**config.mk**
```make
export PLATFORM = sky130hd
export DESIGN_NAME = arp_tx
export DESIGN_NICKNAME = d
export VERILOG_FILES = /design/src/rtl/arp_tx_pkg.sv /design/src/rtl/arp_tx_crc32_d8.sv /design/src/rtl/arp_tx.sv
export SDC_FILE = /design/constraint.sdc
export NUM_CORES = 1
export LEC_CHECK = 0
export BUFFER_PORTS_ARGS = -buffer_cell sky130_fd_sc_hd__buf_2
export CORE_UTILIZATION = 40
export CTS_CLUSTER_SIZE = 16
export DETAILED_ROUTE_END_ITERATION = 6
export GPL_ROUTABILITY_DRIVEN = 0
export SLEW_MARGIN = 20
export SYNTH_ARGS = -nofsm -noshare
export SYNTH_HDL_FRONTEND = slang
export SYNTH_SLANG_ARGS = --single-unit
```
**constraint.sdc**
```tcl
create_clock -name gmii_txc -period 3.85 [get_ports gmii_txc]
set_clock_uncertainty 0.1 [all_clocks]
set_input_delay 0.77 -clock gmii_txc [delete_from_list [all_inputs] [get_ports gmii_txc]]
set_output_delay 0.77 -clock gmii_txc [all_outputs]
set_load 0.02 [all_outputs]
```
**src/rtl/arp_tx_pkg.sv**
```systemverilog
// Shared definitions for the ARP transmitter: one-hot state encoding, frame constants
// and the byte-wide reflected CRC-32 update used by crc32_d8.
package arp_tx_pkg;

    typedef enum logic [5:0] {
        S_IDLE = 6'b000001,
        S_PRE  = 6'b000010,
        S_ETH  = 6'b000100,
        S_ARP  = 6'b001000,
        S_CRC  = 6'b010000,
        S_IFG  = 6'b100000
    } state_e;

    localparam logic [15:0] ETH_TYPE_ARP = 16'h0806;
    localparam logic [15:0] ARP_OP_REQ   = 16'h0001;
    localparam logic [15:0] ARP_OP_REPLY = 16'h0002;
    localparam logic [15:0] ARP_HW_ETH   = 16'h0001;
    localparam logic [15:0] ARP_PROTO_IP = 16'h0800;
    localparam logic [7:0]  PREAMBLE     = 8'h55;
    localparam logic [7:0]  SFD          = 8'hD5;
    localparam logic [31:0] CRC_INIT     = 32'hFFFFFFFF;
    localparam logic [31:0] CRC_POLY_REF = 32'hEDB88320;

    localparam logic [6:0]  PRE_LEN      = 7'd8;
    localparam logic [6:0]  ETH_LEN      = 7'd14;
    localparam logic [6:0]  ARP_LEN      = 7'd46;
    localparam logic [6:0]  ARP_BODY_LEN = 7'd28;
    localparam logic [6:0]  FCS_LEN      = 7'd4;

    // Eight LSB-first serial steps of the reflected CRC-32, unrolled into one byte update.
    function automatic logic [31:0] crc32_next(input logic [31:0] crc, input logic [7:0] data);
        logic [31:0] c;
        c = crc;
        for (int i = 0; i < 8; i++) begin
            if (c[0] ^ data[i]) begin
                c = {1'b0, c[31:1]} ^ CRC_POLY_REF;
            end else begin
                c = {1'b0, c[31:1]};
            end
        end
        return c;
    endfunction

endpackage

```
**src/rtl/arp_tx_crc32_d8.sv**
```systemverilog
// Byte-parallel Ethernet CRC-32 accumulator (reflected, init all-ones, no final inversion).
module crc32_d8
    import arp_tx_pkg::*;
(
    input  logic        clk,
    input  logic        rst_n,
    input  logic [7:0]  data,
    input  logic        crc_en,
    input  logic        crc_clr,
    output logic [31:0] crc_out
);

    logic [31:0] crc_q;
    logic [31:0] crc_d;

    // Clear has priority over accumulate.
    always_comb begin
        crc_d = crc_q;
        if (crc_clr) begin
            crc_d = CRC_INIT;
        end else if (crc_en) begin
            crc_d = crc32_next(crc_q, data);
        end else begin
            crc_d = crc_q;
        end
    end

    // CRC state register.
    always_ff @(posedge clk or negedge rst_n) begin
        if (!rst_n) begin
            crc_q <= CRC_INIT;
        end else begin
            crc_q <= crc_d;
        end
    end

    assign crc_out = crc_q;

endmodule

```
**src/rtl/arp_tx.sv**
```systemverilog
// GMII ARP request/reply transmitter producing a full 72-byte frame with FCS.
// Optional ARP_AUTO_REPLY_EN: answer parsed ARP requests automatically from IDLE.
module arp_tx
    import arp_tx_pkg::*;
#(
    parameter logic [47:0] BOARD_MAC = 48'h00_11_22_33_44_55,
    parameter logic [31:0] BOARD_IP  = {8'd192, 8'd168, 8'd0, 8'd5},
    parameter int unsigned IFG_BYTES = 12
) (
    input  logic        gmii_txc,
    input  logic        rst_n,
    input  logic        arp_tx_en,
    input  logic        arp_tx_type,
    input  logic [47:0] des_mac,
    input  logic [31:0] des_ip,
    input  logic        arp_rx_done,
    input  logic        arp_rx_type,
    output logic        gmii_tx_en,
    output logic [7:0]  gmii_txd,
    output logic        tx_busy,
    output logic        arp_tx_done
);

    localparam logic [6:0] IFG_LAST = 7'(IFG_BYTES - 1);

    state_e      state_q, state_d;
    logic [6:0]  cnt_q, cnt_d;
    logic        type_q, type_d;
    logic [47:0] mac_q, mac_d;
    logic [31:0] ip_q, ip_d;
    logic        tx_en_q, tx_en_d;
    logic [7:0]  txd_q, txd_d;
    logic        busy_q, busy_d;
    logic        done_q, done_d;

    logic        start_s, start_type_s, last_s;
    logic [7:0]  byte_s;
    logic [31:0] crc_s, fcs_sh_s;
    logic [111:0] eth_hdr_s, eth_sh_s;
    logic [223:0] arp_body_s, arp_sh_s;

`ifdef ARP_AUTO_REPLY_EN
    assign start_s      = arp_tx_en | (arp_rx_done & ~arp_rx_type);
    assign start_type_s = arp_tx_en ? arp_tx_type : 1'b1;
`else
    logic unused_rx_s;
    assign unused_rx_s  = arp_rx_done ^ arp_rx_type;
    assign start_s      = arp_tx_en;
    assign start_type_s = arp_tx_type;
`endif

    assign eth_hdr_s  = {(type_q ? mac_q : 48'hFFFF_FFFF_FFFF), BOARD_MAC, ETH_TYPE_ARP};
    assign arp_body_s = {ARP_HW_ETH, ARP_PROTO_IP, 8'h06, 8'h04,
                         (type_q ? ARP_OP_REPLY : ARP_OP_REQ), BOARD_MAC, BOARD_IP,
                         (type_q ? mac_q : 48'h0000_0000_0000), ip_q};
    assign eth_sh_s   = eth_hdr_s << {cnt_q, 3'b000};
    assign arp_sh_s   = arp_body_s << {cnt_q, 3'b000};
    assign fcs_sh_s   = ~crc_s >> {cnt_q[1:0], 3'b000};

    // Byte to put on the wire for the current state/position.
    always_comb begin
        byte_s = 8'h00;
        case (state_q)
            S_PRE:   byte_s = (cnt_q == PRE_LEN - 7'd1) ? SFD : PREAMBLE;
            S_ETH:   byte_s = eth_sh_s[111:104];
            S_ARP: begin
                if (cnt_q < ARP_BODY_LEN) begin
                    byte_s = arp_sh_s[223:216];
                end else begin
                    byte_s = 8'h00;
                end
            end
            S_CRC:   byte_s = fcs_sh_s[7:0];
            default: byte_s = 8'h00;
        endcase
    end

    // Next-state, counter, field latch and registered-output logic.
    always_comb begin
        state_d = state_q;
        last_s  = 1'b0;
        type_d  = type_q;
        mac_d   = mac_q;
        ip_d    = ip_q;
        case (state_q)
            S_IDLE: begin
                if (start_s) begin
                    state_d = S_PRE;
                    type_d  = start_type_s;
                    mac_d   = des_mac;
                    ip_d    = des_ip;
                end else begin
                    state_d = S_IDLE;
                end
            end
            S_PRE: begin
                last_s  = (cnt_q == PRE_LEN - 7'd1);
                state_d = last_s ? S_ETH : S_PRE;
            end
            S_ETH: begin
                last_s  = (cnt_q == ETH_LEN - 7'd1);
                state_d = last_s ? S_ARP : S_ETH;
            end
            S_ARP: begin
                last_s  = (cnt_q == ARP_LEN - 7'd1);
                state_d = last_s ? S_CRC : S_ARP;
            end
            S_CRC: begin
                last_s  = (cnt_q == FCS_LEN - 7'd1);
                state_d = last_s ? S_IFG : S_CRC;
            end
            S_IFG: begin
                last_s  = (cnt_q == IFG_LAST);
                state_d = last_s ? S_IDLE : S_IFG;
            end
            default: state_d = S_IDLE;
        endcase

        if ((state_d != state_q) || (state_q == S_IDLE)) begin
            cnt_d = 7'd0;
        end else begin
            cnt_d = cnt_q + 7'd1;
        end

        tx_en_d = (state_q == S_PRE) || (state_q == S_ETH) || (state_q == S_ARP) || (state_q == S_CRC);
        txd_d   = tx_en_d ? byte_s : 8'h00;
        busy_d  = (state_d != S_IDLE);
        done_d  = (state_q == S_IFG) && (cnt_q == 7'd0);
    end

    // State, latched frame fields and registered GMII outputs.
    always_ff @(posedge gmii_txc or negedge rst_n) begin
        if (!rst_n) begin
            state_q <= S_IDLE;
            cnt_q   <= 7'd0;
            type_q  <= 1'b0;
            mac_q   <= 48'd0;
            ip_q    <= 32'd0;
            tx_en_q <= 1'b0;
            txd_q   <= 8'h00;
            busy_q  <= 1'b0;
            done_q  <= 1'b0;
        end else begin
            state_q <= state_d;
            cnt_q   <= cnt_d;
            type_q  <= type_d;
            mac_q   <= mac_d;
            ip_q    <= ip_d;
            tx_en_q <= tx_en_d;
            txd_q   <= txd_d;
            busy_q  <= busy_d;
            done_q  <= done_d;
        end
    end

    // CRC advances on the same edge that registers each header/body byte.
    crc32_d8 u_crc (
        .clk     (gmii_txc),
        .rst_n   (rst_n),
        .data    (byte_s),
        .crc_en  ((state_q == S_ETH) || (state_q == S_ARP)),
        .crc_clr ((state_q == S_IDLE) || (state_q == S_PRE)),
        .crc_out (crc_s)
    );

    assign gmii_tx_en  = tx_en_q;
    assign gmii_txd    = txd_q;
    assign tx_busy     = busy_q;
    assign arp_tx_done = done_q;

endmodule

```
## Word level (Yosys, flattened, before mapping)

Index checks and enable logic that the tools add are counted.
Widths: inputs -> output; s select.

| storage, ports and cells | value |
|---|---|
| register bits after elaboration | 137 |
| bits of input ports | 86 |
| output and inout port bits | 11 |

| operators by class | value |
|---|---|
| add/sub/neg operators | 1 |
| magnitude comparators | 1 |
| equal/unequal tests | 13 |
| shifts and indexed selects | 3 |
| mux-type cells | 39 |
| bitwise operators | 17 |
| reductions and logical operators | 10 |

Operators by type and width:

| operator | count |
|---|---|
| $mux 32 | 24 |
| $shl 209x10->224 | 1 |
| $not 13->14 | 8 |
| $shl 112x10->112 | 1 |
| $mux 48 | 2 |
| $pmux 6 s6 | 1 |
| $not 32->32 | 1 |
| $pmux 8 s4 | 1 |
| $shr 32x5->8 | 1 |
| $mux 8 | 3 |
| $eq 7x4->1 const B | 2 |
| $mux 6 | 2 |
| $xor 1x1->1 | 8 |
| $add 7x1->7 const B | 1 |
| $eq 7x2->1 const B | 1 |
| $eq 7x3->1 const B | 1 |
| $eq 7x6->1 const B | 1 |
| $logic_not 7->1 | 1 |
| $lt 7x5->1 const B | 1 |
| $mux 7 | 1 |
| $eq 6x1->1 const B | 1 |
| $eq 6x2->1 const B | 1 |
| $eq 6x3->1 const B | 1 |
| $eq 6x4->1 const B | 1 |
| 12 further kinds | 18 |

## Logic depth before layout (Yosys ltp)

| logic depth | value |
|---|---|
| depth after elaboration | 36 |
| depth in mapped cells | 15 |
| gate-level depth less buffers | 10 |

## Cells and area by module

From an unflattened synthesis, not the netlist that was laid out.

| unflattened totals | value |
|---|---|
| cell total of the unflattened synthesis | 740 |
| area total of the unflattened synthesis | 8,275.4 um^2 |

Modules (own cells, without submodules):

| module | instances | cells an instance | area an instance (um^2) |
|---|---|---|---|
| arp_tx | 1 | 547 | 6,122.1 |
| crc32_d8 | 1 | 193 | 2,153.3 |

## Worst setup path before layout

No wires, ideal clock.

| timing | value |
|---|---|
| path type | register -> register |
| start point | register cnt_q[0] |
| end point | register u_crc.crc_q[26] (netlist: u_crc.crc_out[26]) |
| setup time | 72 ps |
| arrival | 3,008 ps |
| slack | 670 ps |
| stages on the path, launching flop included | 12 |
| period minus slack after synthesis | 3,180 ps |
| path through | dfrtp_1 -> buf_6 -> buf_6 -> mux2_1 -> a32oi_1 -> a221oi_1 -> a211o_4 -> xor2_4 -> xnor3_1 -> xnor2_2 -> xor3_1 -> o21ai_1 |

| on the way | value |
|---|---|
| cells in the longest elaborated chain, start to end | 30 |
| elaborated cells on any way between the ends | 43 |

Ends and longest elaborated chain:

| item | RTL line | source |
|---|---|---|
| start, declared | arp_tx.sv:27 | `logic [6:0] cnt_q, cnt_d;` |
| start signal, assigned | arp_tx.sv:145 | `cnt_q <= cnt_d;` |
| $shl 209x10->224 or $lt 7x5->1 (tied branches) | arp_tx.sv:57, arp_tx.sv:67 |  |
| $mux 8 | arp_tx.sv:67 | `if (cnt_q < ARP_BODY_LEN) begin` |
| $pmux 8 s4 (*) | arp_tx.sv:63 | `case (state_q)` |
| $xor 1x1->1 | arp_tx_pkg.sv:35 | `if (c[0] ^ data[i]) begin` |
| $mux 32 | arp_tx_pkg.sv:35 |  |
| $mux 32 | arp_tx_crc32_d8.sv:21 | `end else if (crc_en) begin` |
| $mux 32 | arp_tx_crc32_d8.sv:19 | `if (crc_clr) begin` |
| $mux 32 | arp_tx_pkg.sv:35 |  |
| [14 not listed] | n/a |  |
| $xor 1x1->1 | arp_tx_pkg.sv:35 |  |
| $mux 32 | arp_tx_pkg.sv:35 |  |
| $mux 32 | arp_tx_crc32_d8.sv:21 |  |
| $mux 32 | arp_tx_crc32_d8.sv:19 |  |
| $not 13->14 (no line) | n/a |  |
| $mux 32 (*) | arp_tx_pkg.sv:35 |  |
| $mux 32 (*) | arp_tx_crc32_d8.sv:21 |  |
| $mux 32 (*) | arp_tx_crc32_d8.sv:19 |  |
| end signal, assigned | arp_tx_crc32_d8.sv:33 | `crc_q <= crc_d;` |
| end, declared | arp_tx_crc32_d8.sv:13 | `logic [31:0] crc_q;` |

Mark *: on every way between the ends. The rest lies on a longest branch, timed or not. The select of a mux whose other input is x is not followed.
A chain may end at the register's enable or synchronous reset.

## Worst setup path in the final report

| timing | value |
|---|---|
| start point | register cnt_q[0] |
| end point | register u_crc.crc_q[16] (netlist: u_crc.crc_out[16]) |

| on the way | value |
|---|---|
| cells in the longest elaborated chain, start to end | 31 |
| elaborated cells on any way between the ends | 37 |

Ends and longest elaborated chain:

| item | RTL line |
|---|---|
| $shl 209x10->224 or $lt 7x5->1 (tied branches) | arp_tx.sv:57, arp_tx.sv:67 |
| $mux 8 | arp_tx.sv:67 |
| $pmux 8 s4 (*) | arp_tx.sv:63 |
| $xor 1x1->1 | arp_tx_pkg.sv:35 |
| $mux 32 | arp_tx_pkg.sv:35 |
| $mux 32 | arp_tx_crc32_d8.sv:21 |
| $mux 32 | arp_tx_crc32_d8.sv:19 |
| $mux 32 | arp_tx_pkg.sv:35 |
| [15 not listed] | n/a |
| $mux 32 (*) | arp_tx_crc32_d8.sv:21 |
| $mux 32 (*) | arp_tx_crc32_d8.sv:19 |
| $mux 32 (*) | arp_tx_pkg.sv:35 |
| $mux 32 (*) | arp_tx_crc32_d8.sv:21 |
| $mux 32 (*) | arp_tx_crc32_d8.sv:19 |
| $mux 32 (*) | arp_tx_pkg.sv:35 |
| $mux 32 (*) | arp_tx_crc32_d8.sv:21 |
| $mux 32 (*) | arp_tx_crc32_d8.sv:19 |

Marks and branches as above.

==> results.md <==
- Initial antenna violation count: 0
- DRT iter0 DRCs: 447
- Clock Latency Late Sink: 430 ps
- Startpoint Class: register
- TritonRoute pass-1 iters: 5
- Row count: 52
- RR Endpoint: u_crc.crc_out[16]
- Comb pwr share: 40.2%
- Height of the die: 146 um
- Sequential cell area fraction in the yosys report: 41.9%
- CTS buffer count: 17
- CTS Root Cell: clkbuf_16
- Number of synthesized register bits: 137
- Internal Power: 0.00428 W
- Yosys cell types: 87
- RSZ-0062 raised after global routing: false
- Post-route ant nets: 0
- Diodes inserted: 0
- Routed WL per cell: 19.6 um
- Post-synth top flop: dfrtp_1
- Reg-to-reg startpoint: cnt_q[0]
- Cell Pwr Density: 680 nW/um^2
- Reg clk slew, reported paths: 60 ps
- WP buf/inv: 0
- CTS HTree Levels: 4
- Post-layout minimum cycle time: 3680 ps
- DRC Markers: 0
- Min-Delay Path Class: in2async
- Crit. End Element: register
- Worst Setup EP: u_crc.crc_out[16]
- Share of cells above drive strength 1: 41.8%
- Synth warn: 0
- Clock power frac: 25.1%
- Setup Viol. Count Final: 0
- Run status: complete, no violations
- Fin. Hold Viols: 0
- Filler cells: 1816
- Setup TNS: 0 ps
- Crit Path Class: reg2reg
- Post-synth EDFFs: 0
- Post-Syn Nets: 791
- Tot GR Track Use: 21.4%
- Crit path arrival time: 3930 ps
- Post-Syn Area: 8280 um^2
- CP max FO: 25
- Post-detail-place hpwl: 15.5 mm
- Commonest cells after routing, fill and taps aside: dfrtp_1 (101), buf_2 (93), mux2_2 (87)
- Critical Path Start: cnt_q[0]
- Setup ws final: 173 ps
- Mean Syn Cell Area: 11.8 um^2
- Port buffer count: 94
- DR vias/cell: 5.54
- Asr flop ratio synth: 100%
- Most common cell after layout, fill and taps aside: dfrtp_1
- Grt ovf: 0
- TritonCTS clock tree: done
- Detailed Route WL: 21.4 mm
- Hold buffer count at CTS: 0
- Initial Util: 40.9%
- Post-Syn Instances: 702
- Leakage power: 4.00 nW
- R2R Setup Slk: 170 ps
- WP data required: 4100 ps
- Post-route insts no fill: 1090
- P_sw: 0.00235 W
- First-pass GRT wire length: 35.4 mm
- CTS resizes: 0
- Worst IR drop on VDD: 0.298 mV
- Setup Buffers After CTS: 0
- Crit path max-delay cell type: dfrtp_4
- Final Cycle Share: 95.5%
- Worst path top cell family by delay: compound AO/OA/AOI/OAI gates
- Die Width: 146 um
- Reg power frac: 34.7%
- Die Footprint: 21300 um^2
- Critical-path cell list: mux2_2, a221oi_1, a211o_1, a311oi_2, a2111oi_4, xnor3_1, xnor3_1, o22a_1
- Post-Place Setup Slack: 185 ps
- Slew HR: 44.3%
- Layout area overhead: 17.8%
- Clock sink count: 137
- Clock Tree Buf Depth: 2
- Final Net Count: 896
- Vias in the first global route: 6504
- Worst slew pin tran: 836 ps
- CP most frequent cell: xnor3_1
- Register-to-Register Path Depth: 8
- Sw frac: 35.5%
- Largest net degree at the start of global routing: 85
- Fmax: 272 MHz
- Max Cap Violations: 0
- CP Depth: 8
- Core box area: 20200 um^2
- # placed instances: 1058
- Total power: 0.00663 W
- Top Ports: 97
- Slowest stage delay, CP: 700 ps
- Via Count: 6036
- Slew Limit Fails: 0
- Worst hold slack: 291 ps
==> per-layer routing <==
| metal | global-route usage, % | share of wire [%] |
|---|---|---|
| met1 | 27.6 | 44 |
| met2 | 34.0 | 47 |
| met3 | 4.89 | 6.1 |
| met4 | 10.2 | 3.0 |
| met5 | 0 | 0 |
==> layout make-up <==
class                      count  area [um^2]  share of cell area (%)
multi-input combinational    501         4460                    45.7
sequential                   137         3480                    35.6
timing repair buffer         135          822                    8.43
clock buffer                  18          439                    4.50
tap                          270          338                    3.46
clock inverter                14          160                    1.64
inverter                      15         56.3                   0.577
==> through the flow <==
| stage | util (%) | cell area, um^2 |
|---|---|---|
| finish | 48.2 | 9750 |
| detailed placement | 45.2 | 9150 |
| floorplan | - | 8280 |
| global route | 48.2 | 9750 |
| global placement | 45.2 | 9150 |
| CTS | 48.2 | 9750 |
==> cell families after synthesis <==
kind of cell | Yosys count | share of synthesized area, %
muxes | 133 | 19.9
adders and majority gates | 3 | 0.453
DFF | 137 | 41.9
xor gates and xnor gates | 75 | 11.1
buffers and inverters | 64 | 4.31
AOI/OAI and AO/OA | 127 | 11.2
and+or+nand+nor | 163 | 11.1
==> cell usage after synthesis (9+ instances only) <==
master	number	share of area, %
inv_1	13	0.59
mux2i_1	25	3.0
buf_6	12	1.6
nor2_1	45	2.0
xor2_1	10	1.1
dfstp_2	33	10
a21oi_1	46	2.8
nand2_1	21	0.95
nand2b_1	10	0.76
mux2_2	87	12
clkbuf_1	21	0.95
buf_2	12	0.73
o21ai_0	11	0.67
xnor2_1	44	4.7
nand3_1	18	1.1
mux4_2	16	4.4
nor3_1	10	0.60
o21ai_1	9	0.54
dfrtp_1	104	31
==> worst min path at each step <==
| stage | startpoint | depth (start not counted) | endpoint | slack (ps) |
|---|---|---|---|---|
| floorplan | rst_n | 0 | arp_tx_done | 370 |
| global placement | ip_q[7] | 1 | ip_q[7] | 380 |
| detailed placement | mac_q[33] | 1 | mac_q[33] | 390 |
| CTS | rst_n | 1 | gmii_txd[7] | 350 |
| global route | rst_n | 1 | gmii_txd[0] | 370 |
| finish | rst_n | 1 | gmii_txd[5] | 290 |
==> worst register-to-register path, stage by stage, from the launching register on <==
cell,delay (ps)
dfrtp_4,700
mux2_2,440
a221oi_1,300
a211o_1,180
a311oi_2,130
a2111oi_4,530
xnor3_1,630
xnor3_1,410
o22a_1,190
==> power by group through the flow <==
stage	registers [W]	logic, W	clock network [W]
2_1_floorplan	0.00216	0.00206	0
3_3_place_gp	0.00228	0.00260	0
3_5_place_dp	0.00232	0.00265	0
4_1_cts	0.00230	0.00268	0.00171
5_1_grt	0.00237	0.00289	0.00177
6_report	0.00230	0.00267	0.00167
==> sequential cells by signal (all words and copies together) (netlist names) <==
signal and count:
mac_q 48, ip_q 32, u_crc.crc_out 32, gmii_txd 8
cnt_q 7, state_q 6, arp_tx_done 1, gmii_tx_en 1
tx_busy 1, type_q 1
Power figures use the tool's default switching activity.
